==> config.mk <==
export PLATFORM = sky130hd
export DESIGN_NAME = board_render
export DESIGN_NICKNAME = d
export VERILOG_FILES = /design/src/rtl/board_render_pkg.sv /design/src/rtl/board_render_cell_match.sv /design/src/rtl/board_render.sv
export SDC_FILE = /design/constraint.sdc
export NUM_CORES = 1
export LEC_CHECK = 0
export CELL_PAD_IN_SITES_DETAIL_PLACEMENT = 0
export CELL_PAD_IN_SITES_GLOBAL_PLACEMENT = 1
export CORE_MARGIN = 5
export CORE_UTILIZATION = 35
export CTS_CLUSTER_SIZE = 8
export DETAILED_ROUTE_END_ITERATION = 7
export GPL_ROUTABILITY_DRIVEN = 0
export HOLD_SLACK_MARGIN = 0.08
export PLACE_DENSITY = 0.75
export SLEW_MARGIN = 0
export SYNTH_ARGS = -nofsm -noshare
export SYNTH_HDL_FRONTEND = slang
export SYNTH_SLANG_ARGS = --single-unit
==> constraint.sdc <==
create_clock -name clk -period 12.5 [get_ports clk]
set_clock_uncertainty 0.1 [all_clocks]
set_input_delay 3.125 -clock clk [delete_from_list [all_inputs] [get_ports clk]]
set_output_delay 3.125 -clock clk [all_outputs]
set_load 0.02 [all_outputs]
==> src/rtl/board_render_pkg.sv <==
// Shared types, fixed colours and helpers for the playfield renderer.
package board_render_pkg;

  typedef enum logic [2:0] {
    EMPTY,
    BORDER,
    GRID,
    GHOST,
    PIECE,
    LOCKED
  } cell_class_t;

  localparam logic [23:0] RGB_EMPTY  = 24'h000000;
  localparam logic [23:0] RGB_BORDER = 24'hC8C8C8;
  localparam logic [23:0] RGB_GRID   = 24'h202020;
  localparam logic [23:0] RGB_GHOST  = 24'h404040;

  function automatic logic [23:0] palette(input int unsigned id);
    case (id)
      0:       palette = 24'h000000;
      1:       palette = 24'h00FFFF;
      2:       palette = 24'h0000FF;
      3:       palette = 24'hFF8000;
      4:       palette = 24'hFFFF00;
      5:       palette = 24'h00FF00;
      6:       palette = 24'h8000FF;
      7:       palette = 24'hFF0000;
      default: palette = 24'hFFFFFF;
    endcase
  endfunction

  // Bit offset of coordinate k in a packed {y,x} list; is_y selects the y field.
  function automatic int unsigned coord_lsb(input int unsigned k, input int unsigned cw,
                                            input logic is_y);
    coord_lsb = k * 2 * cw + (is_y ? cw : 0);
  endfunction

endpackage

==> src/rtl/board_render_cell_match.sv <==
// Hit when (cx,cy) equals any of NCELL packed piece coordinates.
module cell_match
  import board_render_pkg::*;
#(
  parameter int CW    = 5,
  parameter int NCELL = 4
) (
  input  logic [CW-1:0]         cx,
  input  logic [CW-1:0]         cy,
  input  logic [NCELL*2*CW-1:0] xy,
  output logic                  hit
);

  always_comb begin
    hit = 1'b0;
    for (int unsigned k = 0; k < NCELL; k++) begin
      if (xy[coord_lsb(k, CW, 1'b0) +: CW] == cx && xy[coord_lsb(k, CW, 1'b1) +: CW] == cy)
        hit = 1'b1;
    end
  end

endmodule

==> src/rtl/board_render.sv <==
// Tetris playfield renderer: 3-stage pixel pipeline between sync generator and DVI encoder.
module board_render
  import board_render_pkg::*;
#(
  parameter int H_RES     = 1024,
  parameter int V_RES     = 768,
  parameter int CELL_LOG2 = 5,
  parameter int BOARD_W   = 10,
  parameter int BOARD_H   = 20,
  parameter int ORG_X     = 0,
  parameter int ORG_Y     = 0,
  parameter int ID_W      = 4,
  parameter int CW        = 5,
  parameter int NCELL     = 4
) (
  input  logic                          clk,
  input  logic                          rst,
  input  logic                          i_sync_vs,
  input  logic                          i_sync_hs,
  input  logic                          i_sync_va,
  input  logic                          i_sync_ha,
  input  logic                          i_sync_de,
  input  logic [BOARD_W*BOARD_H*ID_W-1:0] i_board,
  input  logic [NCELL*2*CW-1:0]         i_piece_xy,
  input  logic [ID_W-1:0]               i_piece_id,
  input  logic [NCELL*2*CW-1:0]         i_ghost_xy,
  input  logic                          i_ghost_en,
  input  logic                          i_grid_en,
  output logic                          o_sync_vs,
  output logic                          o_sync_hs,
  output logic                          o_sync_va,
  output logic                          o_sync_ha,
  output logic                          o_sync_de,
  output logic [7:0]                    o_red,
  output logic [7:0]                    o_grn,
  output logic [7:0]                    o_blu,
  output logic                          o_frame_start
);

  localparam int          NCELLS  = BOARD_W * BOARD_H;
  localparam int          CIDX_W  = $clog2(NCELLS);
  localparam logic [10:0] H_LAST  = 11'(H_RES - 1);
  localparam logic [10:0] V_LAST  = 11'(V_RES - 1);
  localparam logic [11:0] ORG_X12 = 12'(ORG_X);
  localparam logic [11:0] ORG_Y12 = 12'(ORG_Y);
  localparam logic [10:0] PIX_W   = 11'(BOARD_W << CELL_LOG2);
  localparam logic [10:0] PIX_H   = 11'(BOARD_H << CELL_LOG2);

  logic [10:0] px, py;
  logic        aligned, vs_prev;

  logic [NCELLS*ID_W-1:0] sh_board;
  logic [NCELL*2*CW-1:0]  sh_piece_xy, sh_ghost_xy;
  logic [ID_W-1:0]        sh_piece_id;
  logic                   sh_ghost_en, sh_grid_en;

  logic [4:0] sync_d1, sync_d2, sync_d3;

  // Counters stay parked at 0 after a reset until a vsync realigns them.
  always_ff @(posedge clk) begin
    if (rst) begin
      px      <= '0;
      py      <= '0;
      aligned <= 1'b0;
    end else if (i_sync_vs) begin
      px      <= '0;
      py      <= '0;
      aligned <= 1'b1;
    end else if (i_sync_de && aligned) begin
      if (px == H_LAST) begin
        px <= '0;
        py <= (py == V_LAST) ? '0 : py + 11'd1;
      end else begin
        px <= px + 11'd1;
      end
    end
  end

  always_ff @(posedge clk) begin
    if (rst) begin
      sh_board    <= '0;
      sh_piece_xy <= '0;
      sh_piece_id <= '0;
      sh_ghost_xy <= '0;
      sh_ghost_en <= 1'b0;
      sh_grid_en  <= 1'b0;
    end else if (i_sync_vs) begin
      sh_board    <= i_board;
      sh_piece_xy <= i_piece_xy;
      sh_piece_id <= i_piece_id;
      sh_ghost_xy <= i_ghost_xy;
      sh_ghost_en <= i_ghost_en;
      sh_grid_en  <= i_grid_en;
    end
  end

  always_ff @(posedge clk) begin
    if (rst) begin
      vs_prev       <= 1'b0;
      o_frame_start <= 1'b0;
      sync_d1       <= '0;
      sync_d2       <= '0;
      sync_d3       <= '0;
    end else begin
      vs_prev       <= i_sync_vs;
      o_frame_start <= i_sync_vs && !vs_prev;
      sync_d1       <= {i_sync_vs, i_sync_hs, i_sync_va, i_sync_ha, i_sync_de};
      sync_d2       <= sync_d1;
      sync_d3       <= sync_d2;
    end
  end

  assign {o_sync_vs, o_sync_hs, o_sync_va, o_sync_ha, o_sync_de} = sync_d3;

  // S1: board-relative position
  logic [11:0]   dx, dy;
  logic          inb_s1, cell_edge_s1, lit_s1;
  logic [CW-1:0] cx_s1, cy_s1;

  always_comb begin
    dx = {1'b0, px} - ORG_X12;
    dy = {1'b0, py} - ORG_Y12;
  end

  always_ff @(posedge clk) begin
    if (rst) begin
      inb_s1       <= 1'b0;
      cx_s1        <= '0;
      cy_s1        <= '0;
      cell_edge_s1 <= 1'b0;
      lit_s1       <= 1'b0;
    end else begin
      inb_s1       <= !dx[11] && !dy[11] && (dx[10:0] < PIX_W) && (dy[10:0] < PIX_H);
      cx_s1        <= dx[CELL_LOG2 +: CW];
      cy_s1        <= dy[CELL_LOG2 +: CW];
      cell_edge_s1 <= (dx[CELL_LOG2-1:0] == '0) || (dy[CELL_LOG2-1:0] == '0);
      lit_s1       <= i_sync_de && aligned;
    end
  end

  // S2: classification
  logic              piece_hit, ghost_hit;
  logic [ID_W-1:0]   board_cells [NCELLS];
  logic [CIDX_W-1:0] cell_idx;
  logic [ID_W-1:0]   cell_id;
  cell_class_t       cls_n, cls_s2;
  logic [ID_W-1:0]   id_n, id_s2;
  logic              lit_s2;

  cell_match #(.CW(CW), .NCELL(NCELL)) u_piece_match (
    .cx (cx_s1),
    .cy (cy_s1),
    .xy (sh_piece_xy),
    .hit(piece_hit)
  );

  cell_match #(.CW(CW), .NCELL(NCELL)) u_ghost_match (
    .cx (cx_s1),
    .cy (cy_s1),
    .xy (sh_ghost_xy),
    .hit(ghost_hit)
  );

  always_comb begin
    for (int unsigned c = 0; c < NCELLS; c++) board_cells[c] = sh_board[c*ID_W +: ID_W];
    cell_idx = CIDX_W'(int'(cy_s1) * BOARD_W + int'(cx_s1));
    cell_id  = inb_s1 ? board_cells[cell_idx] : '0;
  end

  always_comb begin
    cls_n = EMPTY;
    id_n  = '0;
    if (!inb_s1) begin
      cls_n = BORDER;
    end else if (piece_hit) begin
      cls_n = PIECE;
      id_n  = sh_piece_id;
    end else if (sh_ghost_en && ghost_hit) begin
      cls_n = GHOST;
    end else if (cell_id != '0) begin
      cls_n = LOCKED;
      id_n  = cell_id;
    end else if (sh_grid_en && cell_edge_s1) begin
      cls_n = GRID;
    end
  end

  always_ff @(posedge clk) begin
    if (rst) begin
      cls_s2 <= EMPTY;
      id_s2  <= '0;
      lit_s2 <= 1'b0;
    end else begin
      cls_s2 <= cls_n;
      id_s2  <= id_n;
      lit_s2 <= lit_s1;
    end
  end

  // S3: colour lookup
  logic [23:0] rgb_n;

  always_comb begin
    rgb_n = RGB_EMPTY;
    case (cls_s2)
      BORDER:         rgb_n = RGB_BORDER;
      GRID:           rgb_n = RGB_GRID;
      GHOST:          rgb_n = RGB_GHOST;
      PIECE, LOCKED:  rgb_n = palette(32'(id_s2));
      default:        rgb_n = RGB_EMPTY;
    endcase
    if (!lit_s2) rgb_n = '0;
  end

  always_ff @(posedge clk) begin
    if (rst) {o_red, o_grn, o_blu} <= '0;
    else     {o_red, o_grn, o_blu} <= rgb_n;
  end

endmodule

Word level (Yosys, flattened, before mapping)

Memories as Yosys holds them, arrays and structs flattened. A register that Yosys moved wholly into a read port is not among the register bits.
Cells that the tools add are included.

Register bits after elaboration: 971
Memory bits (read-only): 192
Input bits: 893
Logic and storage cells: 110
Memories kept: 1

$add $sub $neg: 3
Multiply operators: 1
$lt $le $gt $ge: 3
Equal/unequal tests: 23
Multiplexer cells: 25
Bitwise operators: 3
Reductions and logical operators: 24

Memory list:

| name             | depth | width | read ports | clocked after Yosys merged registers in | wr ports | line                   | text |
|---|---|---|---|---|---|---|---|
| (name not given) | 8     | 24    | 1          | 1                                       | 0        | board_render_pkg.sv:19 | `case (id)` |

Operator list:

| cell                                                     | number |
|---|---|
| case mux 24 bit (4 select lines)                         | 1 |
| == test 5 bit                                            | 16 |
| binary-select mux 4 bit (select 8 bit)                   | 1 |
| 2-to-1 mux 24 bit                                        | 1 |
| 2-to-1 mux 4 bit                                         | 6 |
| adder 11 x 1 -> 11 bit, second input constant            | 2 |
| == test 11 x 10 -> 1 bit, second input constant          | 2 |
| 2-to-1 mux 11 bit                                        | 2 |
| logical AND 1 bit                                        | 13 |
| 2-to-1 mux 3 bit                                         | 4 |
| < comparator 11 x 10 -> 1 bit, second input constant     | 1 |
| < comparator 11 x 9 -> 1 bit, second input constant      | 1 |
| logical NOT 5 bit                                        | 2 |
| greater-or-equal comparator 9 bit, second input constant | 1 |
| 2-to-1 mux 1 bit                                         | 9 |
| NOT 8 -> 9 bit                                           | 1 |
| adder 8 x 5 -> 8 bit                                     | 1 |
| OR reduction 2 bit                                       | 4 |
| multiplier 5 x 3 -> 7 bit, second input constant         | 1 |
| == test 3 x 2 -> 1 bit, second input constant            | 2 |
| == test 3 bit, second input constant                     | 2 |
| nonzero test 4 bit                                       | 1 |
| == test 3 x 1 -> 1 bit, second input constant            | 1 |
| OR reduction 3 bit                                       | 1 |
| other kinds (5)                                          | 6 |

Depth between registers and ports, before layout

Word-level depth: 12
Depth in mapped cells: 19

Modules after synthesis

From an unflattened synthesis, not the netlist that was laid out.

Cell total of the unflattened synthesis: 3879
Area, all modules: 41553.6 um^2

By module, submodules not included:

| module       | times used | cells an instance | area each (um^2) | seq. area each (um^2) |
|---|---|---|---|---|
| board_render | 1          | 3773              | 40690.3          | 19258.5 |
| cell_match   | 2          | 53                | 431.7            | 0.0 |

Least setup slack after synthesis

OpenSTA, ideal clock, no wires.

Path kind: input to register
Start: in i_sync_de
End: reg py[0]
Setup time: 0.145 ns
Arrival: 5.041 ns
Required time: 12.255 ns
Path slack: 7.213 ns
Stages on the path: 9
Path buffers: 1
Cell sequence: nand2_1 -> nor3_1 -> and2_1 -> clkbuf_1 -> nand2_1 -> nor3_1 -> nand2_1 -> o31ai_1 -> nor2_1

Longest elaborated chain between the ends: 2

RTL lines:

| element                       | line               | text |
|---|---|---|
| start: declaration            | board_render.sv:22 | `input logic i_sync_de,` |
| logical AND 1 bit             | board_render.sv:69 | `end else if (i_sync_de && aligned) begin` |
| AND reduction 2 bit (no line) | -                  |  |
| end signal: assignment        | board_render.sv:72 | `py <= (py == V_LAST) ? '0 : py + 11'd1;` |
| end: declaration              | board_render.sv:49 | `logic [10:0] px, py;` |

Every way passes these cells.
A chain may end at the register's enable or synchronous reset.

==> results.md <==
- Commonest non-fill, non-tap cell in the layout: dfxtp_1
- DR vias: 31900
- Post-cts resize count: 0
- Max_slew headroom: 17.4%
- Max-cap violation count: 0
- Port bufs: 922
- Setup CP Type: flip-flop to flip-flop
- Layout cells sized above 1: 8.56%
- Sw Pwr: 0.00187 W
- Avg Cell Area, Syn: 10.8 um2
- RSZ-0062 raised after global routing: no
- Maximum buffer depth of the clock tree: 3
- Multi-input logic area: 21200 um2
- DP Worst Slack: 6.28 ns
- Syn Nets: 4780
- Setup-failing EPs final: 0
- Synth warn: 0
- Pint: 0.00582 W
- Minimum clock period: 6.14 ns
- Status: complete, no violations
- First-pass GRT wire length: 230000 um
- Clock Latency Late Sink: 0.74 ns
- Number of H-tree levels: 4
- Final Max Slew Viols: 0
- Initial core utilization: 35.3%
- Fin. Hold Viols: 0
- Actual slew at the worst max-slew pin: 1.23 ns
- Share of power burned in registers: 43.7%
- Worst Hold Class: flip-flop to flip-flop
- Initial antenna violation count: 99
- Fmax: 163 MHz
- Synth unique cells: 75
- Hold WS: 0.327 ns
- DRT Pass-1 Iters: 7
- Sw Ratio: 24.3%
- Io pins: 923
- Vias in the first global route: 32400
- DR WL/cell: 25.8 um
- CP Launch Type: flip-flop
- Post-DRT Antenna Nets: 0
- Setup_tns: 0 ns
- All-layer global routing usage: 24.9%
- Die Area: 127000 um2
- Largest net degree at the start of global routing: 211
- Sequential-to-total area share from yosys stat: 46.0%
- Fin cells: 6350
- CTS tree: built
- Gr ovfl total: 0
- Final period util: 49.1%
- Sequential Area: 19300 um2
- FP Rows: 126
- Post-Syn Area: 41900 um2
- Peak VDD IR: 0.000119 V
- Crit Path Max Fanout: 17
- Number of buffers created by CTS: 140
- Postcts setup bufs: 0
- CORE AREA: 118000 um2
- Synth Instances: 3867
- Design Power: 0.00768 W
- Worst EP arrival: 6.69 ns
- DRT iter0 DRCs: 2317
- Leakage power: 23.5 nW
- CTS sink cnt: 962
- WP data required: 13.05 ns
- Clk root buf: clkbuf_16
- Ys async rst share: 0%
- Clock power frac: 45.4%
- Power per cell area: 137 nW/um2
- Final setup margin: 6.36 ns
- Register clock-pin slew on the reported worst setup and hold paths: 0.05 ns
- Final #Nets: 5583
- Syn-to-layout area delta: 34.3%
- Filler cells: 11000
- Main synth FF type: dfxtp_1
- Die X: 356 um
- #FFs+latches synth: 962
- Vias per cell: 5.03
- Die height: 356 um
- Reg-to-reg setup timing slack: 6.36 ns
- EDFF count, synth: 0
- Gate power share: 10.9%
- Post-DP HPWL: 121000 um
- Placed Cells incl. Taps: 6128
- Commonest non-fill, non-tap cells in the layout: dfxtp_1 (961), nor2_1 (938), mux2i_1 (924)
- Remaining DRCs: 0
- Post-CTS Hold Buffers: 0
- Routed wire length: 164000 um
- Worst setup EP type: flip-flop
[cell usage after synthesis, drive strengths merged (3+ instances only)]
library cell | n | area, um2
nand4 | 28 | 175
nor3 | 13 | 70.1
clkbuf | 143 | 537
dfxtp | 962 | 19300
nand2 | 92 | 345
xor2 | 56 | 498
and2 | 9 | 56.3
mux2 | 5 | 60.1
nand3 | 41 | 205
ha | 18 | 225
a211o | 3 | 26.3
a21o | 5 | 37.5
o2111ai | 7 | 61.3
a2111oi | 7 | 80.1
o22a | 3 | 26.3
inv | 15 | 56.3
o21a | 4 | 30.0
mux2i | 924 | 9250
a221oi | 3 | 26.3
a31oi | 7 | 43.8
nor4 | 16 | 100
a211oi | 4 | 30.0
nand2b | 5 | 31.3
or2 | 4 | 25.0
o21ai | 16 | 80.1
a311oi | 7 | 61.3
o22ai | 8 | 50.1
xnor2 | 51 | 454
o211ai | 7 | 52.6
nor2b | 32 | 208
and3 | 13 | 81.3
nor2 | 940 | 3530
mux4 | 207 | 4780
buf | 156 | 851
o31ai | 4 | 30.0
a21oi | 19 | 95.1
[critical path, cell delays in order (launching register included)]
cell and delay, ns:
dfxtp_1 0.78, ha_1 0.35, ha_1 0.30, ha_1 0.34, a21oi_1 0.23, and3_1 0.62, or2_1 0.99, mux4_2 0.70
o21a_1 0.20, a21o_1 0.22, a2111oi_4 0.38, nor2_1 0.14, nor2_1 0.18, ha_1 0.26, o31ai_1 0.23
[state kept, by name, indices dropped and copies added (netlist names), 3 cells and up, named ones only]
register / flops
px: 11
sync_d1: 4
o_red: 5
sync_d2: 5
sync_d3: 5
o_blu: 4
sh_board: 800
cx_s1: 5
cls_s2: 3
o_grn: 5
py: 11
sh_ghost_xy: 40
sh_piece_id: 4
sh_piece_xy: 40
cy_s1: 5
[path summary, 6_finish.rpt]
kind	from	endpoint	cells past startpoint
max	cy_s1[1]	flip-flop	14
min	vs_prev	o_frame_start	1
max reg2reg	cy_s1[1]	flip-flop	14
min reg2reg	vs_prev	o_frame_start	1
[per-stage QoR]
| stage | utilization, % | instance area [um2] |
|---|---|---|
| 2_1_floorplan | - | 41900 |
| 3_3_place_gp | 44.1 | 52200 |
| 3_5_place_dp | 44.1 | 52200 |
| 4_1_cts | 47.4 | 56100 |
| 5_1_grt | 47.5 | 56200 |
| 6_report | 47.5 | 56200 |
[power groups by stage]
stage	clock (W)	combinational [W]	sequential, W
2_1_floorplan	0	0.000439	0.00337
3_3_place_gp	0	0.000830	0.00341
5_1_grt	0.00370	0.000908	0.00337
3_5_place_dp	0	0.000839	0.00342
6_report	0.00348	0.000839	0.00336
4_1_cts	0.00357	0.000844	0.00336
[layout make-up]
type                       count  area share [%]
clock inverter                15           0.547
sequential                   962            34.3
inverter                      17           0.113
antenna                       55           0.245
clock buffer                 152            6.44
multi-input combinational   2588            37.7
tap                         1600            3.56
timing repair buffer         961            17.1
[cells by family after synthesis]
kind of cell / share of synthesized area [%]
adder cells (fa/ha/maj): 0.634
AND/OR/NAND/NOR: 11.8
XOR/XNOR: 2.33
AO/OA/AOI/OAI: 2.09
buffers and inverters: 3.49
multiplexers: 33.7
flip-flops: 46.0
[metal layers]
metal	track usage, %	wire length [um]
met4	7.97	4580
met3	7.66	12400
met5	0	421
met2	42.0	79800
met1	30.3	66600
Power figures use the tool's default switching activity.
